File: config.mk
export PLATFORM = sky130hd
export DESIGN_NAME = logic_unit_arbiter
export DESIGN_NICKNAME = d
export VERILOG_FILES = /design/src/rtl/logic_unit_arbiter.sv
export SDC_FILE = /design/constraint.sdc
export NUM_CORES = 1
export LEC_CHECK = 0
export BUFFER_PORTS_ARGS = -buffer_cell sky130_fd_sc_hd__buf_2
export CORE_MARGIN = 3
export CORE_UTILIZATION = 45
export DETAILED_ROUTE_END_ITERATION = 8
export PLACE_DENSITY = 0.77
export SLEW_MARGIN = 10
export SYNTH_ARGS = -nofsm -noshare
export SYNTH_HDL_FRONTEND = slang
export SYNTH_SLANG_ARGS = --single-unit
File: constraint.sdc
create_clock -name clk -period 2.1 [get_ports clk]
set_input_delay 0.21 -clock clk [delete_from_list [all_inputs] [get_ports clk]]
set_output_delay 0.21 -clock clk [all_outputs]
set_load 0.005 [all_outputs]
File: src/rtl/logic_unit_arbiter.sv
// logic_unit_arbiter
// Round-robin arbiter and sequencer in front of one shared W-bit bitwise
// logic unit (AND/OR/XOR/NAND). One request is accepted at a time over a
// valid/ready handshake. Its operands are latched and the result is computed
// into a register. The result is then returned with the winner's ID over a
// valid/ready response channel.
//
// Ports:
//   clk, rst      clock, asynchronous active-high reset
//   req_valid     [N_REQ]      per-requester request valid
//   req_ready     [N_REQ]      per-requester accept, one-hot or zero, IDLE only
//   req_x, req_y  [N_REQ*W]    operands, requester i at [i*W +: W]
//   req_op        [N_REQ*2]    opcode, requester i at [i*2 +: 2]
//                              (00 AND, 01 OR, 10 XOR, 11 NAND)
//   resp_valid    result available (held until resp_ready)
//   resp_ready    consumer accepts result
//   resp_data     [W]          result
//   resp_id       [ID_W]       owner of resp_data
//   busy          high whenever the sequencer is not idle
module logic_unit_arbiter #(
  parameter int W     = 4,
  parameter int N_REQ = 4,
  parameter int ID_W  = 2
) (
  input  logic                 clk,
  input  logic                 rst,
  input  logic [N_REQ-1:0]     req_valid,
  output logic [N_REQ-1:0]     req_ready,
  input  logic [N_REQ*W-1:0]   req_x,
  input  logic [N_REQ*W-1:0]   req_y,
  input  logic [N_REQ*2-1:0]   req_op,
  output logic                 resp_valid,
  input  logic                 resp_ready,
  output logic [W-1:0]         resp_data,
  output logic [ID_W-1:0]      resp_id,
  output logic                 busy
);

  typedef enum logic [1:0] {IDLE = 2'd0, EXEC = 2'd1, RESP = 2'd2} state_t;

  state_t          state_q, state_d;
  logic [ID_W-1:0] rr_ptr_q, rr_ptr_d;
  logic [ID_W-1:0] id_q, id_d;
  logic [W-1:0]    x_q, x_d;
  logic [W-1:0]    y_q, y_d;
  logic [1:0]      op_q, op_d;
  logic [W-1:0]    resp_data_q, resp_data_d;
  logic [ID_W-1:0] resp_id_q, resp_id_d;

  logic            grant_any;
  logic [ID_W-1:0] win_id;
  logic [ID_W-1:0] scan_idx;
  logic [W-1:0]    win_x, win_y;
  logic [1:0]      win_op;

  function automatic logic [W-1:0] logic_op(input logic [1:0] op,
                                            input logic [W-1:0] a,
                                            input logic [W-1:0] b);
    logic [W-1:0] r;
    case (op)
      2'b00:   r = a & b;
      2'b01:   r = a | b;
      2'b10:   r = a ^ b;
      default: r = ~(a & b);
    endcase
    return r;
  endfunction

  // Rotating priority scan: walk offsets from the highest down so the
  // closest set bit at or after rr_ptr is the last one written and wins.
  // The index wraps for free because N_REQ is a power of two.
  always_comb begin
    grant_any = 1'b0;
    win_id    = rr_ptr_q;
    scan_idx  = rr_ptr_q;
    for (int k = N_REQ - 1; k >= 0; k--) begin
      scan_idx = rr_ptr_q + ID_W'(k);
      if (req_valid[scan_idx]) begin
        grant_any = 1'b1;
        win_id    = scan_idx;
      end
    end
  end

  // Operand mux for the selected requester.
  always_comb begin
    win_x  = '0;
    win_y  = '0;
    win_op = '0;
    for (int i = 0; i < N_REQ; i++) begin
      if (win_id == ID_W'(i)) begin
        win_x  = req_x[i*W +: W];
        win_y  = req_y[i*W +: W];
        win_op = req_op[i*2 +: 2];
      end
    end
  end

  // The accept strobe is combinational so the handshake completes on the
  // same edge that latches the operands. It is forced low during reset.
  always_comb begin
    req_ready = '0;
    if (state_q == IDLE && grant_any && !rst) req_ready[win_id] = 1'b1;
  end

  always_comb begin
    state_d     = state_q;
    rr_ptr_d    = rr_ptr_q;
    id_d        = id_q;
    x_d         = x_q;
    y_d         = y_q;
    op_d        = op_q;
    resp_data_d = resp_data_q;
    resp_id_d   = resp_id_q;
    case (state_q)
      IDLE: begin
        if (grant_any) begin
          x_d      = win_x;
          y_d      = win_y;
          op_d     = win_op;
          id_d     = win_id;
          rr_ptr_d = win_id + 1'b1;
          state_d  = EXEC;
        end
      end
      EXEC: begin
        resp_data_d = logic_op(op_q, x_q, y_q);
        resp_id_d   = id_q;
        state_d     = RESP;
      end
      RESP: begin
        if (resp_ready) state_d = IDLE;
      end
      default: state_d = IDLE;
    endcase
  end

  always_ff @(posedge clk or posedge rst) begin
    if (rst) begin
      state_q     <= IDLE;
      rr_ptr_q    <= '0;
      id_q        <= '0;
      x_q         <= '0;
      y_q         <= '0;
      op_q        <= '0;
      resp_data_q <= '0;
      resp_id_q   <= '0;
    end else begin
      state_q     <= state_d;
      rr_ptr_q    <= rr_ptr_d;
      id_q        <= id_d;
      x_q         <= x_d;
      y_q         <= y_d;
      op_q        <= op_d;
      resp_data_q <= resp_data_d;
      resp_id_q   <= resp_id_d;
    end
  end

  assign resp_valid = (state_q == RESP);
  assign busy       = (state_q != IDLE);
  assign resp_data  = resp_data_q;
  assign resp_id    = resp_id_q;

endmodule

==> Word-level counts from Yosys, hierarchy flattened <==
Index checks and enable logic that the tools add are counted.
{ "classes": {"add_sub_neg": 4, "multipliers": 0, "n_div": 0, "n_lt_le_gt_ge": 6, "eq_ne": 9, "shifts": 0, "n_mux": 35, "bitwise": 4, "reduce_logical": 10} }
{ "ops": {"columns": ["operator", "count"], "rows": [
  ["4-bit 2-to-1 mux", 9],
  ["2-bit 2-to-1 mux", 10],
  ["2-bit by 3-bit less-than comparator with 1-bit output (second input constant)", 5],
  ["4-bit case mux with 3 select lines", 1],
  ["1-bit 2-to-1 mux", 9],
  ["1-bit binary-select mux with 2-bit select", 4],
  ["2-bit equality test (second input constant)", 4],
  ["2-bit by 1-bit equality test with 1-bit output (second input constant)", 3],
  ["2-bit zero test", 3],
  ["2-bit case mux with 3 select lines", 1],
  ["2-bit by 1-bit adder with 2-bit output (second input constant)", 2],
  ["2-bit adder (second input constant)", 2],
  ["4-bit bitwise AND", 1],
  ["4-bit inverter", 1],
  ["4-bit bitwise OR", 1],
  ["2-bit AND reduction", 2],
  ["4-bit XOR", 1],
  ["1-bit logical AND", 3],
  ["1-bit demux with 2-bit select", 1],
  ["2-bit by 1-bit >= comparator with 1-bit output (second input constant)", 1],
  ["2-bit by 1-bit inequality test with 1-bit output (second input constant)", 1],
  ["2-bit inequality test (second input constant)", 1],
  ["2-bit nonzero test", 1],
  ["1-bit zero test", 1]
]} }
{ "totals": {"regBits": 22, "latchBits": 0, "ramBits": 0, "romBits": 0, "in_bits": 47, "output_inout_bits": 12, "elab_cells": 76, "n_memories": 0} }

==> Depth between registers and ports, before layout <==
{ "logic_depth": {"ltp_word": 12, "depth_mapped": 8, "ltp_nobuf": 7} }

==> Least setup slack after synthesis <==
OpenSTA, ideal clock, no wires.
{ "synth_timing": {"path_kind": "reg2reg", "startpoint": "register rr_ptr_q[1]", "endpoint": "register op_q[1]", "setup_time_ns": 0.082, "arrival_time_ns": 2.081, "required_time_ns": 2.018, "setup_slack_ns": -0.063, "stages_incl_launch_ff": 9, "path_buffers": 1, "period_less_slack_ns": 2.163, "cell_sequence": "dfrtp_1 -> and3b_1 -> or4_1 -> and2_1 -> ha_1 -> clkbuf_1 -> nand3b_1 -> a221o_1 -> a31oi_1"} }
{ "synth_between": {"elab_chain_cells": 12, "elab_cells_between_ends": 28, "cone_classes": "add/sub (3); eq/ne (3); mux (20); reduce/logical (2)"} }
{ "synth_rtl": {"columns": ["element", "line_no", "source"], "rows": [
  ["start: declaration", "42", "logic [ID_W-1:0] rr_ptr_q, rr_ptr_d;"],
  ["start signal: assignment", "150", "rr_ptr_q <= rr_ptr_d;"],
  ["2-bit adder", "77", "scan_idx = rr_ptr_q + ID_W'(k);"],
  ["1-bit binary-select mux with 2-bit select", "78", "if (req_valid[scan_idx]) begin"],
  ["1-bit 2-to-1 mux (not written as such)", "78", null],
  ["2-bit 2-to-1 mux (4 in series)", "78", null],
  ["2-bit zero test", "91", "if (win_id == ID_W'(i)) begin"],
  ["2-bit 2-to-1 mux (4 in series)", "91", null],
  ["end signal: assignment", "154", "op_q <= op_d;"],
  ["end: declaration", "46", "logic [1:0] op_q, op_d;"]
]} }
Parallel ways exist; a longest one is shown, timed or not. The select of a mux whose other input is x is not followed.
A chain may end at the register's enable or synchronous reset.

==> Worst setup path after layout <==
{ "layout_timing": {"startpoint": "register rr_ptr_q[1]", "endpoint": "output port req_ready[2]"} }
{ "layout_between": {"elab_chain_cells": 12, "elab_cells_between_ends": 27, "cone_classes": "add/sub (3); order compare (2); mux (19); reduce/logical (3)"} }
{ "layout_rtl": {"columns": ["element", "line_no", "source"], "rows": [
  ["2-bit adder", "77", null],
  ["1-bit binary-select mux with 2-bit select", "78", null],
  ["1-bit 2-to-1 mux (not written as such)", "78", null],
  ["2-bit 2-to-1 mux (3 in series)", "78", null],
  ["2-bit 2-to-1 mux (*)", "78", null],
  ["named net win_id[1]", "51", "logic [ID_W-1:0] win_id;"],
  ["2-bit by 3-bit less-than comparator with 1-bit output (not written as such) / 2-bit by 1-bit >= comparator with 1-bit output (equally long branches)", "103", "if (state_q == IDLE && grant_any && !rst) req_ready[win_id] = 1'b1;"],
  ["1-bit logical AND (not written as such)", "103", null],
  ["1-bit 2-to-1 mux (not written as such)", "103", null],
  ["1-bit demux with 2-bit select (*)", "103", null],
  ["4-bit 2-to-1 mux (*)", "103", null],
  ["end: declaration", "28", "output logic [N_REQ-1:0] req_ready,"]
]} }
The timed path passes the listed nets; every way through them passes the cells marked *. The select of a mux whose other input is x is not followed.

==> summary.txt <==
Status
  – Status: finished with violations
  – Failing checks: setup timing

Timing
  – Hold_ws: 0.0841 ns
  – # setup viols final: 14
  – Crit path time final: roughly 2.2 ns
  – Tightest Pin Transition: 0.372 ns
  – Final Skew: 0.00529 ns
  – Max_slew headroom: 75.2%
  – Endpoints failing hold: 0
  – RSZ-0062 raised after global routing: yes
  – Max-slew violation count: 0
  – Final setup margin: -0.111 ns
  – Crit share post-route: 105%
  – Fmax: 452 MHz

Synth
  – Asr flop ratio synth: 100%
  – Main combinational cell family by area after synthesis: compound AO/OA/AOI/OAI gates
  – Ys flop type: dfrtp_1
  – Syn_nets: about 240
  – Synth Area per Inst: 8.84 sq um
  – Post-synthesis sequential area ratio: approximately a third
  – Xor/xnor share of the synthesized area: 0%
  – Area contributors post-synth: dfrtp_1 34%, ha_1 9.2%, a21oi_1 6.8%, a221o_1 6.2%, mux2i_1 4.9%
  – Yosys top cell area share: 33.8%
  – Netlist cell types: 32
  – Post-Synthesis Cell Area: 1630 sq um
  – Compound-gate portion of the synthesized area: 21.9%
  – Cells after synthesis: 184
  – Number of enable flip-flop cells after synthesis: 0
  – Simple-gate portion of the synthesized area: around 16%
  – Yosys Warn Count: 0
  – Yosys reg bits: 22
  – Adder-cell share of the synthesized area: a little under a tenth
  – Synth cell count leaders: 22 x a21oi_1, 22 x dfrtp_1, 21 x inv_1, 15 x nand2_1
  – Area leader, netlist: dfrtp_1
  – Mux cell area share after synthesis: between 10% and 20%

Floorplan
  – Initial Util: between 40% and 50%
  – Die width: 66.1 um
  – Die Y: 66.1 um
  – Total die area: 4370 sq um
  – CORE AREA: 3420 sq um
  – Row count: 21
  – IO Count: 59

Finish
  – Final-layout fill cell count: 289
  – Post-route non-filler standard cell count: a little over 300
  – Post-layout util: 66.4%
  – Fraction of layout cells with a size suffix above 1: 40.7%
  – Fin area: 2270 sq um
  – Final #Nets: approximately 320
  – Ant. Diodes: 0
  – Area Overhead vs Synth: 39.5%

Worst setup path
  – CP Data Required Time: 1.89 ns
  – Worst Path Arrival: 2.00 ns
  – CP Cell Sequence: and3b_1, or4_4, buf_6, nand2_4, ha_4, buf_12, and3_1, buf_2
  – Worst path max stage delay: 0.42 ns
  – Worst-path fanout max: 4
  – Slowest CP cell: or4_4
  – Critical Path Start Type: flop
  – Worst setup EP type: primary output
  – Critical setup path kind: flop to primary output

Power and ir drop
  – Switch Pwr: 0.00126 W
  – Peak supply drop: ~0.00067 V
  – Sw Ratio: about two fifths
  – Clock power share: 7.7%
  – Logic gate share of total power: 65.5%
  – Internal: 0.00186 W
  – Lkg Pwr: 1.17 nW
  – Flop pwr share: 26.8%
  – Cell Pwr Density: ~1400 nW/um^2

Placement
  – Detail Placement HPWL: between 2000 and 3000 um
  – Port-buffer cells: 58
  – Post-Place Cells: 291
  – Placed instance area: 2050 sq um
  – Gpl congestion: roughly 0.80

Routing
  – Routed Wire Length: 4300 um
  – Vias: 1645
  – Initial DRC Count: between 50 and 60
  – Drc violations: 0
  – Vias/cell: 5.41
  – WL per Instance: between 10 and 15 um
  – Final ANT Viol Nets: 0
  – Initial DRT Pass Iterations: 5

Clocking
  – Clk slew on worst S/H paths: 0.12 ns
  – Root Buffer Master: clkbuf_4
  – H-tree Lvls: 1
  – Latest clock arrival within the worst-skew pair: 0.31 ns
  – CTS tree: done
  – Clk sinks: 22
  – Max clock buf depth: 2
  – CTS buffer count: 3

GRT
  – Gr ovfl total: 0
  – First-pass GRT wire length: 6590 um
  – Total GRT Usage: 19.3%
  – Initial antenna violation count: 0
  – Maximum number of pins on one net before global-route repair: 20
  – Number of global-route vias before repair: 1474

Run
  – Max Cap Viol: 0

Hold path
  – Hold Crit Class: input pin to flop
[stage by stage]
step	worst slack (ns)	TNS, ns	total power (W)
after detailed placement	-0.167	-1.36	0.00257
after global placement	-0.159	-1.15	0.00252
after global routing	-0.194	-1.94	0.00340
final	-0.111	-0.635	0.00312
after floorplan	0.00876	0	0.00209
after CTS	-0.0986	-0.649	0.00300
[repair_timing]
action / 4_1_cts / 5_1_grt
setup buffers: 4 / 3
cloned: 1 / 0
resized for setup: 10 / 12
endpoints found under the hold margin: 3 / 0
pin swaps: 2 / 5
setup endpoints to repair: 14 / 14
hold buffers: 1 / 0
[sequential cells by signal, summed over array words and instances (netlist names)]
register	flops
resp_data	4
op_q	2
y_q	4
rr_ptr_q	2
x_q	4
state_q	2
resp_id	2
id_q	2
[critical path, delay by kind of cell, from the launching register on]
kind,cells,cell delay [ns]
adders and majority gates,1,0.15
buffers and inverters,3,0.35
DFF,1,0.41
and+or+nand+nor,4,0.79
[cells by family (layout without fill, tap and decap cells)]
logic type               after synthesis  in the layout
buffers and inverters                 35            109
multiplexers                          15             15
AND/OR/NAND/NOR                       45             45
flip-flops                            22             22
AO/OA/AOI/OAI                         55             55
adder cells (fa/ha/maj)               12             12
[layer usage]
metal  part of all wire [%]  vias to the layer above  routed length (um)  track usage (%)
met1                     43                      753                1840             26.1
met4                    1.6                        0                  70             6.35
li1                       -                      815                   -                -
met2                     50                       69                2140             31.8
met5                      0                        -                   0                0
met3                    5.8                        8                 251             2.38
[path summary, 6_finish.rpt]
check / startpoint / end / depth (start not counted) / slack [ns]
worst max-delay path: rr_ptr_q[1] / req_ready[2] / 8 / -0.11
worst min-delay path: resp_ready / state_q[1] / 2 / 0.08
worst max register to register: rr_ptr_q[1] / y_q[0] / 8 / -0.11
worst min register to register: resp_data[1] / resp_data[1] / 2 / 0.49
max in group asynchronous: rst / y_q[2] / 4 / 1.25
min in group asynchronous: rst / id_q[0] / 3 / 0.38
[power groups by stage]
stage | sequential [W] | combinational (W) | clock [W]
floorplan | 0.000775 | 0.00131 | 0
global placement | 0.000834 | 0.00169 | 0
detailed placement | 0.000847 | 0.00172 | 0
CTS | 0.000836 | 0.00192 | 0.000241
global route | 0.000876 | 0.00226 | 0.000270
finish | 0.000836 | 0.00204 | 0.000240
[placed cells by master, fill, tap and decap left out, types with 10 or more instances in the layout]
| cell | netlist | routed |
|---|---|---|
| buf_2 | 0 | 58 |
| a21oi_1 | 22 | 22 |
| dfrtp_1 | 22 | 22 |
| inv_1 | 21 | 21 |
| buf_4 | 0 | 18 |
| nand2_1 | 15 | 14 |
| a31oi_1 | 11 | 11 |
| nand3b_1 | 10 | 10 |
| a221o_1 | 10 | 10 |
[layout make-up]
cell class                 instances  area (sq um)  area share, %
clock buffer                       4          36.3           1.60
inverter                          21          78.8           3.47
multi-input combinational        127          1000           44.2
sequential                        22           551           24.3
tap                               46          57.6           2.54
timing repair buffer              84           544           24.0
(Power assumes the default switching activity.)
